File: config.mk
export PLATFORM = sky130hd
export DESIGN_NAME = pga_alarm_ctrl
export DESIGN_NICKNAME = d
export VERILOG_FILES = /design/src/rtl/pga_alarm_ctrl.sv
export SDC_FILE = /design/constraint.sdc
export NUM_CORES = 1
export LEC_CHECK = 0
export BUFFER_PORTS_ARGS = -buffer_cell sky130_fd_sc_hd__buf_4
export CORE_UTILIZATION = 43
export DETAILED_ROUTE_END_ITERATION = 16
export PLACE_DENSITY = 0.62
export SLEW_MARGIN = 25
export SYNTH_ARGS = -nofsm -noshare
export SYNTH_HDL_FRONTEND = slang
export SYNTH_SLANG_ARGS = --single-unit
File: constraint.sdc
create_clock -name i_clk -period 3.29 [get_ports i_clk]
set_input_delay 0.4935 -clock i_clk [delete_from_list [all_inputs] [get_ports i_clk]]
set_output_delay 0.4935 -clock i_clk [all_outputs]
set_load 0.01 [all_outputs]
File: src/rtl/pga_alarm_ctrl.sv
// Peak-ground-acceleration alarm controller.
// Watches NCH signed acceleration channels. The alarm is raised after
// TRIG_COUNT consecutive exceeding samples and released after CLEAR_COUNT
// consecutive quiet samples (plus an operator accept when LATCH=1).
// It also reports which channels exceeded and the peak magnitude of the event.
//
// state  | meaning
// -------+--------------------------------------------------------------
// IDLE   | no event; counters, flags and peak are clear
// ARM    | counting consecutive exceeding samples towards the trigger
// ALARM  | alarm raised; counting consecutive quiet samples
// HOLD   | quiet period done; alarm held until operator accept
module pga_alarm_ctrl #(
    parameter int               NCH           = 3,
    parameter int               DW            = 24,
    parameter logic [DW-1:0]    PGA_THRESHOLD = 24'h100000,
    parameter int               TRIG_COUNT    = 4,
    parameter int               CLEAR_COUNT   = 16,
    parameter int               LATCH         = 1
) (
    input  logic                i_clk,
    input  logic                i_rst_n,
    input  logic                i_valid,
    input  logic [NCH*DW-1:0]   i_data,
    input  logic                i_accept,
    output logic                o_alarm,
    output logic [NCH-1:0]      o_alarm_ch,
    output logic [DW-1:0]       o_peak,
    output logic [1:0]          o_state
);

    localparam logic [1:0] IDLE  = 2'd0;
    localparam logic [1:0] ARM   = 2'd1;
    localparam logic [1:0] ALARM = 2'd2;
    localparam logic [1:0] HOLD  = 2'd3;

    localparam int TW = $clog2(TRIG_COUNT + 1);
    localparam int QW = $clog2(CLEAR_COUNT + 1);
    localparam logic [TW-1:0] TRIG_MAX  = TW'(TRIG_COUNT);
    localparam logic [QW-1:0] CLEAR_MAX = QW'(CLEAR_COUNT);

    logic [1:0]     state, state_n;
    logic [TW-1:0]  trig_cnt, trig_n, trig_inc;
    logic [QW-1:0]  quiet_cnt, quiet_n, quiet_inc;
    logic           alarm_n;
    logic [NCH-1:0] ch_n;
    logic [DW-1:0]  peak_n;

    logic [DW-1:0]  mag [NCH];
    logic [NCH-1:0] exceed;
    logic           any_exceed;
    logic [DW-1:0]  sample_max;
    logic [NCH-1:0] ch_upd;
    logic [DW-1:0]  peak_upd;
    logic           go_idle;

    // Per-channel magnitude; the most negative input maps onto 2^(DW-1) naturally.
    always_comb begin
        sample_max = '0;
        exceed     = '0;
        for (int c = 0; c < NCH; c++) begin
            if (i_data[c*DW + DW - 1])
                mag[c] = (~i_data[c*DW +: DW]) + 1'b1;
            else
                mag[c] = i_data[c*DW +: DW];
            exceed[c] = (mag[c] > PGA_THRESHOLD);
            if (mag[c] > sample_max)
                sample_max = mag[c];
        end
    end

    assign any_exceed = |exceed;
    assign ch_upd     = o_alarm_ch | exceed;
    assign peak_upd   = (sample_max > o_peak) ? sample_max : o_peak;
    assign trig_inc   = (trig_cnt == TRIG_MAX) ? trig_cnt : trig_cnt + 1'b1;
    assign quiet_inc  = (quiet_cnt == CLEAR_MAX) ? quiet_cnt : quiet_cnt + 1'b1;

    // Next-state, counter and event-record logic.
    always_comb begin
        state_n = state;
        trig_n  = trig_cnt;
        quiet_n = quiet_cnt;
        alarm_n = o_alarm;
        ch_n    = o_alarm_ch;
        peak_n  = o_peak;
        go_idle = 1'b0;
        case (state)
            IDLE: begin
                if (i_valid && any_exceed) begin
                    ch_n    = exceed;
                    peak_n  = sample_max;
                    quiet_n = '0;
                    if (TRIG_COUNT == 1) begin
                        state_n = ALARM;
                        alarm_n = 1'b1;
                        trig_n  = TRIG_MAX;
                    end else begin
                        state_n = ARM;
                        trig_n  = TW'(1);
                    end
                end
            end
            ARM: begin
                if (i_valid) begin
                    if (any_exceed) begin
                        ch_n   = ch_upd;
                        peak_n = peak_upd;
                        trig_n = trig_inc;
                        if (trig_inc == TRIG_MAX) begin
                            state_n = ALARM;
                            alarm_n = 1'b1;
                            quiet_n = '0;
                        end
                    end else begin
                        go_idle = 1'b1;
                    end
                end
            end
            ALARM: begin
                if (i_valid) begin
                    ch_n   = ch_upd;
                    peak_n = peak_upd;
                    if (any_exceed) begin
                        quiet_n = '0;
                    end else begin
                        quiet_n = quiet_inc;
                        if (quiet_inc == CLEAR_MAX) begin
                            if (LATCH != 0)
                                state_n = HOLD;
                            else
                                go_idle = 1'b1;
                        end
                    end
                end
            end
            default: begin
                // HOLD: a fresh exceed outranks a simultaneous accept.
                if (i_valid && any_exceed) begin
                    state_n = ALARM;
                    quiet_n = '0;
                    ch_n    = ch_upd;
                    peak_n  = peak_upd;
                end else if (i_accept) begin
                    go_idle = 1'b1;
                end else if (i_valid) begin
                    ch_n   = ch_upd;
                    peak_n = peak_upd;
                end
            end
        endcase
        if (go_idle) begin
            state_n = IDLE;
            trig_n  = '0;
            quiet_n = '0;
            alarm_n = 1'b0;
            ch_n    = '0;
            peak_n  = '0;
        end
    end

    // Register all state and outputs.
    always_ff @(posedge i_clk or negedge i_rst_n) begin
        if (!i_rst_n) begin
            state      <= IDLE;
            trig_cnt   <= '0;
            quiet_cnt  <= '0;
            o_alarm    <= 1'b0;
            o_alarm_ch <= '0;
            o_peak     <= '0;
        end else begin
            state      <= state_n;
            trig_cnt   <= trig_n;
            quiet_cnt  <= quiet_n;
            o_alarm    <= alarm_n;
            o_alarm_ch <= ch_n;
            o_peak     <= peak_n;
        end
    end

    assign o_state = state;

endmodule

==> impl_metrics.py, run 1 <==
metrics = {
    "synth": {
        "synth_top_flop_cell": "dfrtp_1",
        "synth_commonest_cells": "ha_1, o21ai_0, inv_1, nand2_1, nor2_1",
        "ys_seq_area_share_pct": 14.1,
        "synth_top_area_cell": "ha_1",
        "ys_warn_count": 0,
        "synth-seq-cells": 38,
        "synth_fp_nets": 1048,
        "synth_most_common_cell": "ha_1",
        "synth_top_area_share_pct": 15.6,
        "syn_area_per_cell_um2": 7.60,
        "ys_top_cells_by_area": "ha_1, dfrtp_1, o21ai_0, xor2_1, xnor2_1",
        "synthesis.area_mm2": 0.00675,
        "yosysUniqueCellTypes": 71,
        "async_flop_share_pct": 100,
        "synth_edf_count": 0,
        "synthCells": 888,
    },
    "power_and_ir_drop": {
        "power.density_mw_per_mm2": 563,
        "peakVddDrop_mv": 0.360,
        "power.total_mw": 6.50,
        "leakage_nw": 5.33,
    },
    "cts": {
        "ctsHoldBuffers": 0,
        "cts_buffers": 5,
        "clockRootBuffer": "clkbuf_16",
        "clockBufferDepth": 2,
        "clkLatencyLatePin_ns": 0.29,
        "clk_transition_reported_paths_ns": 0.06,
        "cts_num_sinks": 38,
        "htreeDepth": 2,
        "cts_tree": "built",
    },
    "routing": {
        "vias": 8587,
        "routed.top_layer": "met4",
        "ant_nets": 0,
        "drt_iter0_drc": 619,
        "wl_met1_um": 11200,
        "routed_wl_um": 25600,
        "via_per_inst": 5.67,
        "avgRoutedWirePerCell_um": 16.9,
        "wl_met3_um": 1400,
        "wl_met2_um": 12500,
        "drc": 0,
        "dr.pass1.iters": 5,
    },
    "timing": {
        "slew_headroom_pct": 51.9,
        "rsz0062_at_grt": "yes",
        "worst_slack_ns": -4.87,
        "worst_slew_pin_slew_ns": 0.714,
        "fin_crit_ns": 8.16,
        "drv_slew": 0,
        "fmax_mhz": 122,
        "layout_worst_path_cycle_share_pct": 248,
        "hold_viol_final": 0,
        "setup_viol": 38,
        "clock_skew_ns": 0.00387,
    },
    "floorplan": {
        "core_area_mm2": 0.0153,
        "die_h_um": 127,
        "core.rowCount": 45,
        "top_level_ports": 106,
        "die_area_mm2": 0.0162,
        "die_w_um": 127,
        "initial_utilization_pct": 44.2,
    },
    "global_routing": {
        "grt.total_usage_pct": 30.5,
        "grt_max_degree": 39,
        "grt_pass1_vias": 8175,
        "grt_pass1_wl_um": 39900,
        "grt_overflow": 0,
        "antenna_found_initial": 0,
    },
    "final_layout": {
        "drive_gt1_share_pct": 46.6,
        "final_cells": 1514,
        "antennaDiodeCount": 0,
        "syn_to_final_growth_pct": 71.1,
        "fin_area_mm2": 0.0115,
        "register_area_um2": 951,
        "fillers": 1153,
        "multi_input_area_mm2": 0.00625,
        "finish.net_count": 1462,
    },
    "outcome": {
        "status": "finished with violations",
        "failed_checks": "negative setup slack",
    },
    "worst_setup_path": {
        "r2r_start": "o_peak[17]$_DFFE_PN0P_",
        "setup.worst_path.start_class": "primary input",
        "critPathKind": "primary input to register",
        "r2r-end": "o_peak[10]$_DFFE_PN0P_",
        "cp_top_family": "compound AO/OA/AOI/OAI gates",
        "critPathCapture": "o_peak[10]$_DFFE_PN0P_",
        "critPathSlowestCell": "or4_4",
        "rrSetupSlack_ns": 0.46,
        "required_ns": 3.47,
        "worst-path-stages": 35,
        "crit_top_cell": "a21o_1",
        "end_kind": "register",
        "cp_max_fo": 13,
        "path_buf_inv": 5,
        "crit_start": "i_data[38]",
        "worst_ep_arrival_time_ns": 8.34,
        "ff2ff_path_depth": 13,
        "slowest_delay_ns": 0.54,
    },
    "place": {
        "dpl.cell_count": 1468,
        "placed_area_mm2": 0.0102,
        "dp_slack_ns": -5.41,
        "dpl.hpwl_um": 19500,
        "place.gp.congestion": 0.979,
        "portBuffers": 105,
    },
    "min_path": {
        "hold_path_class": "primary input to asynchronous set/reset pin",
    },
    "run": {
        "drv_cap": 0,
    },
}
cell type report:
type	instances	area share, %
inverters	73	2.37
multi-input cells	732	54.2
clock buffers	6	1.20
flip-flops and latches	38	8.24
well taps	211	2.29
repair buffers	452	31.2
clock inverters	2	0.520
where the power goes:
part | switching (mW) | internal, mW
Sequential | 0.153 | 0.621
Combinational | 2.54 | 2.53
Clock | 0.198 | 0.455
Total | 2.89 | 3.61
cell families after synthesis:
| kind of cell | count (synthesis) | share of synthesized area, % |
|---|---|---|
| AOI/OAI and AO/OA | 284 | 30.3 |
| xor gates and xnor gates | 69 | 8.96 |
| adders and majority gates | 84 | 15.6 |
| buffers and inverters | 118 | 6.92 |
| DFF | 38 | 14.1 |
| muxes | 14 | 2.30 |
| and+or+nand+nor | 281 | 21.9 |
layout by cell type (no fill, tap or decap), types with 7 or more instances in the layout:
cell type / count
buf_6: 25
nor2b_1: 8
nand3_1: 19
or4_1: 7
a32o_1: 23
o31ai_1: 24
inv_1: 69
ha_1: 73
nor3_1: 27
o21ai_1: 14
buf_4: 419
a21o_1: 18
nand4_1: 20
xor2_1: 33
ha_4: 10
a211oi_2: 7
nand2_1: 56
o211ai_1: 12
nor2_1: 45
or3_1: 12
xnor2_1: 31
o21a_1: 7
nand2_2: 7
o21ai_2: 11
a21oi_1: 27
or4_4: 11
dfrtp_1: 38
o21ai_0: 48
a31oi_1: 9
nor4_1: 13
o31ai_2: 7
metal layers:
metal  global-route usage (%)  vias to the layer above
li1                         -                     4205
met1                     39.1                     4032
met2                     54.4                      305
met3                     4.27                       45
met4                     6.02                        0
met5                        0                        -
repair_timing:
action                                  4_1_cts  5_1_grt
endpoints found under the setup margin       38       38
buffers inserted                             19       20
hold endpoints to repair                      0        0
gates resized for setup                     112       60
gates cloned                                  3        0
pin swaps                                    47       23
flip-flops by register name (all words and copies together), names as in the netlist:
name	cells
o_alarm	1
o_alarm_ch	3
o_peak	24
o_state	2
quiet_cnt	5
trig_cnt	3
through the flow:
stage / hold slack, ns / util, % / TNS (ns)
final: 0.188 / 75.6 / -125.87
after CTS: 0.198 / 72.7 / -121.20
after detailed placement: 0.482 / 66.7 / -144.75
after floorplan: 0.198 / - / -123.42
after global routing: 0.220 / 75.6 / -135.84
after global placement: 0.480 / 66.7 / -139.62
worst min-delay path by stage:
stage,start,endpoint,depth (start not counted)
after floorplan,i_rst_n,o_alarm$_DFFE_PN0P_,0
after global placement,o_alarm$_DFFE_PN0P_,o_alarm$_DFFE_PN0P_,2
after detailed placement,o_alarm$_DFFE_PN0P_,o_alarm$_DFFE_PN0P_,2
after CTS,i_rst_n,o_peak[20]$_DFFE_PN0P_,1
after global routing,i_rst_n,o_peak[22]$_DFFE_PN0P_,1
final,i_rst_n,o_peak[20]$_DFFE_PN0P_,1
(Power assumes the default switching activity.)
==> run 2: changes to the inputs <==
- REMOVE_ABC_BUFFERS: not set -> 1
==> run 2 against run 1 <==
  * The flow still finishes with violations (negative setup slack)
  * Clock skew hardly changed
  * Cell count is 0.73% higher
  * Worst setup slack worse by 0.099 ns
  * Count of clock-buffer cells in the layout stayed put
  * Worst hold slack worse by 0.010 ns
  * Core utilization is 1.4 points lower
  * Sequential power is 1% lower
  * Routed wire length is 2.3% lower
==> impl_metrics.py, run 2 (synthesized netlist as in run 1, its figures left out) <==
metrics = {
    "timing": {
        "worst_slew_pin_slew_ns": 0.772,
        "drv_slew": 0,
        "clock_skew_ns": 0.00407,
        "fin_crit_ns": 8.26,
        "fmax_mhz": 121,
        "hold_viol_final": 0,
        "worst_slack_ns": -4.97,
        "slew_headroom_pct": 48.0,
        "setup_viol": 38,
        "rsz0062_at_grt": "yes",
        "layout_worst_path_cycle_share_pct": 251,
    },
    "global_routing": {
        "grt.total_usage_pct": 29.8,
        "antenna_found_initial": 0,
        "grt_pass1_wl_um": 39200,
        "grt_max_degree": 39,
        "grt_overflow": 0,
        "grt_pass1_vias": 8230,
    },
    "floorplan": {
        "initial_utilization_pct": 44.2,
        "die_w_um": 127,
        "core.rowCount": 45,
        "die_h_um": 127,
        "die_area_mm2": 0.0162,
        "core_area_mm2": 0.0153,
        "top_level_ports": 106,
    },
    "cts": {
        "cts_tree": "built",
        "clockBufferDepth": 2,
        "clk_transition_reported_paths_ns": 0.06,
        "clkLatencyLatePin_ns": 0.29,
        "htreeDepth": 2,
        "clockRootBuffer": "clkbuf_16",
        "cts_num_sinks": 38,
        "cts_buffers": 5,
    },
    "run": {
        "drv_cap": 0,
    },
    "outcome": {
        "status": "finished with violations",
        "failed_checks": "negative setup slack",
    },
    "routing": {
        "avgRoutedWirePerCell_um": 16.4,
        "routed_wl_um": 25000,
        "vias": 8561,
        "dr.pass1.iters": 6,
        "via_per_inst": 5.61,
        "drt_iter0_drc": 541,
        "drc": 0,
        "ant_nets": 0,
    },
    "worst_setup_path": {
        "critPathCapture": "o_peak[19]$_DFFE_PN0P_",
        "required_ns": 3.46,
        "ff2ff_path_depth": 13,
        "end_kind": "register",
        "cp_top_family": "compound AO/OA/AOI/OAI gates",
        "rrSetupSlack_ns": 0.47,
        "worst-path-stages": 36,
        "critPathSlowestCell": "or4_4",
        "path_buf_inv": 5,
        "cp_max_fo": 7,
        "r2r-end": "o_peak[19]$_DFFE_PN0P_",
        "setup.worst_path.start_class": "primary input",
        "r2r_start": "o_peak[23]$_DFFE_PN0P_",
        "critPathKind": "primary input to register",
        "slowest_delay_ns": 0.53,
        "crit_top_cell": "or4_4",
        "crit_start": "i_data[36]",
        "worst_ep_arrival_time_ns": 8.44,
    },
    "place": {
        "portBuffers": 105,
        "placed_area_mm2": 0.0101,
        "place.gp.congestion": 0.946,
        "dpl.hpwl_um": 19200,
        "dpl.cell_count": 1481,
    },
    "power_and_ir_drop": {
        "power.total_mw": 6.15,
        "power.density_mw_per_mm2": 543,
        "peakVddDrop_mv": 0.398,
        "leakage_nw": 5.26,
    },
    "final_layout": {
        "regMostFlops": "o_peak",
        "syn_to_final_growth_pct": 68.0,
        "final_cell_mix": "buf_4, ha_1, inv_1",
        "antennaDiodeCount": 0,
        "final_common_cell": "buf_4",
        "drive_gt1_share_pct": 45.4,
        "largest_reg_flops": 24,
        "final_cells": 1525,
        "finish.net_count": 1474,
        "fin_area_mm2": 0.0113,
        "largestRegisters": "o_peak x24, quiet_cnt x5",
    },
    "min_path": {
        "hold_path_class": "primary input to asynchronous set/reset pin",
    },
}
==> run 2: how the worst min path moves through the flow <==
stage             from               endpoint  slack, ns  cells past startpoint
2_1_floorplan  i_rst_n    o_alarm$_DFFE_PN0P_       0.20                      0
3_3_place_gp   i_rst_n  o_peak[7]$_DFFE_PN0P_       0.50                      1
3_5_place_dp   i_rst_n  o_peak[7]$_DFFE_PN0P_       0.49                      1
4_1_cts        i_rst_n  o_peak[7]$_DFFE_PN0P_       0.20                      1
5_1_grt        i_rst_n  o_peak[2]$_DFFE_PN0P_       0.23                      1
6_report       i_rst_n  o_peak[5]$_DFFE_PN0P_       0.18                      1
==> run 2: timing repair <==
item	4_1_cts	5_1_grt
buffers inserted	23	17
endpoints found under the setup margin	38	38
resized for setup	127	58
pin swaps	79	51
hold buffers	0	0
gates cloned	1	1
==> run 2: power by group <==
| group | total (mW) | internal [mW] | switching [mW] |
|---|---|---|---|
| sequential | 0.764 | 0.622 | 0.143 |
| combinational | 4.81 | 2.42 | 2.39 |
| clock | 0.572 | 0.374 | 0.197 |
==> run 2: per-layer routing <==
layer,vias to the layer above,GRT usage (%),wire length (um)
met5,-,0,0
met4,0,8.47,756
met3,63,3.22,1140
met2,273,51.6,12000
met1,4000,39.2,11100
li1,4225,-,-
==> run 2: stage by stage <==
step	hold slack (ns)	worst slack, ns	util, %	TNS [ns]
CTS	0.195	-5.05	71.8	-129.63
detailed placement	0.493	-5.74	66.2	-150.72
global placement	0.500	-5.50	66.2	-145.27
global route	0.227	-5.27	74.3	-137.19
finish	0.178	-4.97	74.3	-128.43
floorplan	0.198	-7.58	-	-186.98
==> run 2: area by class of cell <==
| cell class | count | area, um2 |
|---|---|---|
| Clock buffer | 6 | 139 |
| Fill cell | 1205 | 3920 |
| Tap cell | 211 | 264 |
| Sequential cell | 38 | 951 |
| Clock inverter | 1 | 30.0 |
| Timing Repair Buffer | 464 | 3660 |
| Inverter | 73 | 277 |
| Multi-Input combinational cell | 732 | 6010 |
==> run 3: changes to the inputs <==
- CORE_ASPECT_RATIO: not set -> 0.7
- PLACE_DENSITY: 0.62 -> not set
==> run 3 against run 2 <==
  * The flow still finishes with violations (negative setup slack)
  * Via count increased by 5.7%
  * Register-to-register slack got worse by 0.17 ns
  * Global-route usage increased by 2.7 points
  * Critical endpoint is now o_peak[6]$_DFFE_PN0P_
  * Worst setup slack got worse by 0.10 ns
  * Combinational power increased by 20%
  * Worst hold slack got worse by 0.0022 ns
  * Critical path depth increased by 2
  * Clock power increased by 1%
  * Largest cell class unchanged
==> impl_metrics.py, run 3 (synthesized netlist as in run 1, its figures left out) <==
metrics = {
    "timing": {
        "holdWs_ns": 0.176,
        "worst_slack_ns": -5.07,
        "slew_headroom_pct": 54.5,
        "layout_worst_path_cycle_share_pct": 254,
        "drv_slew": 0,
        "hold_viol_final": 0,
        "fin_crit_ns": 8.36,
        "fmax_mhz": 120,
        "rsz0062_at_grt": "yes",
        "worst_slew_pin_slew_ns": 0.676,
        "clock_skew_ns": 0.00414,
        "setup_viol": 38,
    },
    "routing": {
        "via_per_inst": 5.90,
        "ant_nets": 0,
        "drc": 0,
        "drt_iter0_drc": 722,
        "avgRoutedWirePerCell_um": 18.9,
        "vias": 9048,
        "routed_wl_um": 28900,
        "dr.pass1.iters": 7,
    },
    "final_layout": {
        "antennaDiodeCount": 0,
        "syn_to_final_growth_pct": 77.1,
        "fillers": 1009,
        "largest_reg_flops": 24,
        "fin_area_mm2": 0.0119,
        "largestRegisters": "o_peak x24, quiet_cnt x5",
        "regMostFlops": "o_peak",
        "final_cell_mix": "buf_4, inv_1, ha_1",
        "final_common_cell": "buf_4",
        "drive_gt1_share_pct": 48.7,
        "register_area_um2": 951,
        "multi_input_area_mm2": 0.00634,
        "finish.net_count": 1498,
        "final_cells": 1534,
    },
    "worst_setup_path": {
        "end_kind": "register",
        "path_buf_inv": 7,
        "slowest_delay_ns": 0.55,
        "critPathKind": "primary input to register",
        "r2r-end": "quiet_cnt[1]$_DFFE_PN0P_",
        "r2r_start": "o_state[1]$_DFFE_PN0P_",
        "ff2ff_path_depth": 11,
        "crit_start": "i_data[36]",
        "setup.worst_path.start_class": "primary input",
        "cp_top_family": "simple AND/OR/NAND/NOR gates",
        "cp_max_fo": 8,
        "worst_ep_arrival_time_ns": 8.54,
        "crit_top_cell": "buf_6",
        "required_ns": 3.47,
        "critPathSlowestCell": "or4_4",
        "rrSetupSlack_ns": 0.30,
    },
    "cts": {
        "clkLatencyLatePin_ns": 0.30,
        "cts_num_sinks": 38,
        "htreeDepth": 2,
        "cts_tree": "built",
        "clk_transition_reported_paths_ns": 0.06,
        "ctsHoldBuffers": 0,
        "cts_buffers": 5,
        "clockRootBuffer": "clkbuf_16",
        "clockBufferDepth": 2,
    },
    "global_routing": {
        "grt_pass1_vias": 8234,
        "use_met1_pct": 47.0,
        "grt_max_degree": 39,
        "grt-busiest-layer": "met2",
        "grt_pass1_wl_um": 41700,
        "met2_usage_pct": 49.6,
        "grt_use_met3_pct": 6.04,
        "grt_overflow": 0,
        "grt.total_usage_pct": 32.5,
        "antenna_found_initial": 0,
    },
    "floorplan": {
        "core_area_mm2": 0.0150,
        "die_w_um": 152,
        "die_area_mm2": 0.0162,
        "core.rowCount": 37,
        "die_h_um": 107,
        "initial_utilization_pct": 45.0,
        "top_level_ports": 106,
    },
    "power_and_ir_drop": {
        "power.total_mw": 7.12,
        "peakVddDrop_mv": 0.490,
        "leakage_nw": 5.50,
        "power.density_mw_per_mm2": 596,
    },
    "min_path": {
        "hold_path_class": "primary input to asynchronous set/reset pin",
    },
    "place": {
        "place.gp.congestion": 0.981,
        "dpl.cell_count": 1462,
        "portBuffers": 105,
        "dpl.hpwl_um": 20400,
        "placed_area_mm2": 0.0101,
    },
    "outcome": {
        "failed_checks": "negative setup slack",
        "status": "finished with violations",
    },
    "run": {
        "drv_cap": 0,
    },
}
-- run 3: cell types whose count changed in the layout (fill, tap and decap cells not counted), sizes merged --
cell,delta
buf,+21
clkbuf,+2
clkinv,+2
-- run 3: power by group --
part / internal [mW] / switching (mW)
Clock: 0.356 / 0.223
Combinational: 2.90 / 2.87
Sequential: 0.621 / 0.151
-- run 3: worst register-to-register path: stages, from the launching register on --
cell	delay, ns
dfrtp_1	0.42
inv_1	0.17
ha_1	0.44
inv_1	0.31
nor2_1	0.33
nand2_1	0.11
and2_1	0.30
nand2_1	0.25
nor3_2	0.07
buf_4	0.13
a211oi_2	0.22
o32ai_1	0.11
-- run 3: how the worst max path moves through the flow --
stage | endpoint | cells past startpoint
after floorplan | o_peak[19]$_DFFE_PN0P_ | 33
after global routing | o_peak[6]$_DFFE_PN0P_ | 38
after global placement | o_peak[19]$_DFFE_PN0P_ | 36
after detailed placement | o_peak[19]$_DFFE_PN0P_ | 37
after CTS | o_peak[19]$_DFFE_PN0P_ | 39
final | o_peak[6]$_DFFE_PN0P_ | 38
-- run 3: per-stage QoR --
step | utilization (%) | setup WS [ns] | setup TNS (ns)
2_1_floorplan | - | -7.58 | -186.98
3_3_place_gp | 67.1 | -5.72 | -150.19
3_5_place_dp | 67.1 | -5.89 | -154.28
4_1_cts | 74.6 | -5.10 | -128.48
5_1_grt | 79.6 | -5.32 | -139.07
6_report | 79.6 | -5.07 | -132.08
-- run 3: area by class of cell --
type                       count  area share (%)
tap                          195            2.04
inverter                      73            2.34
sequential                    38            7.96
multi-input combinational    732            53.1
clock inverter                 3           0.335
clock buffer                   5            1.05
timing repair buffer         488            33.2
-- run 3: per-layer routing --
layer  part of all wire (%)  wire (um)
met1                     46      13200
met2                     43      12600
met3                    7.8       2250
met4                    3.2        925
met5                      0          0
-- run 3: timing repair --
item                       in CTS  in global routing
gates resized for setup       155                 86
pin swaps                      55                 67
cloned                          2                  4
setup endpoints to repair      38                 38
buffers inserted               32                 33
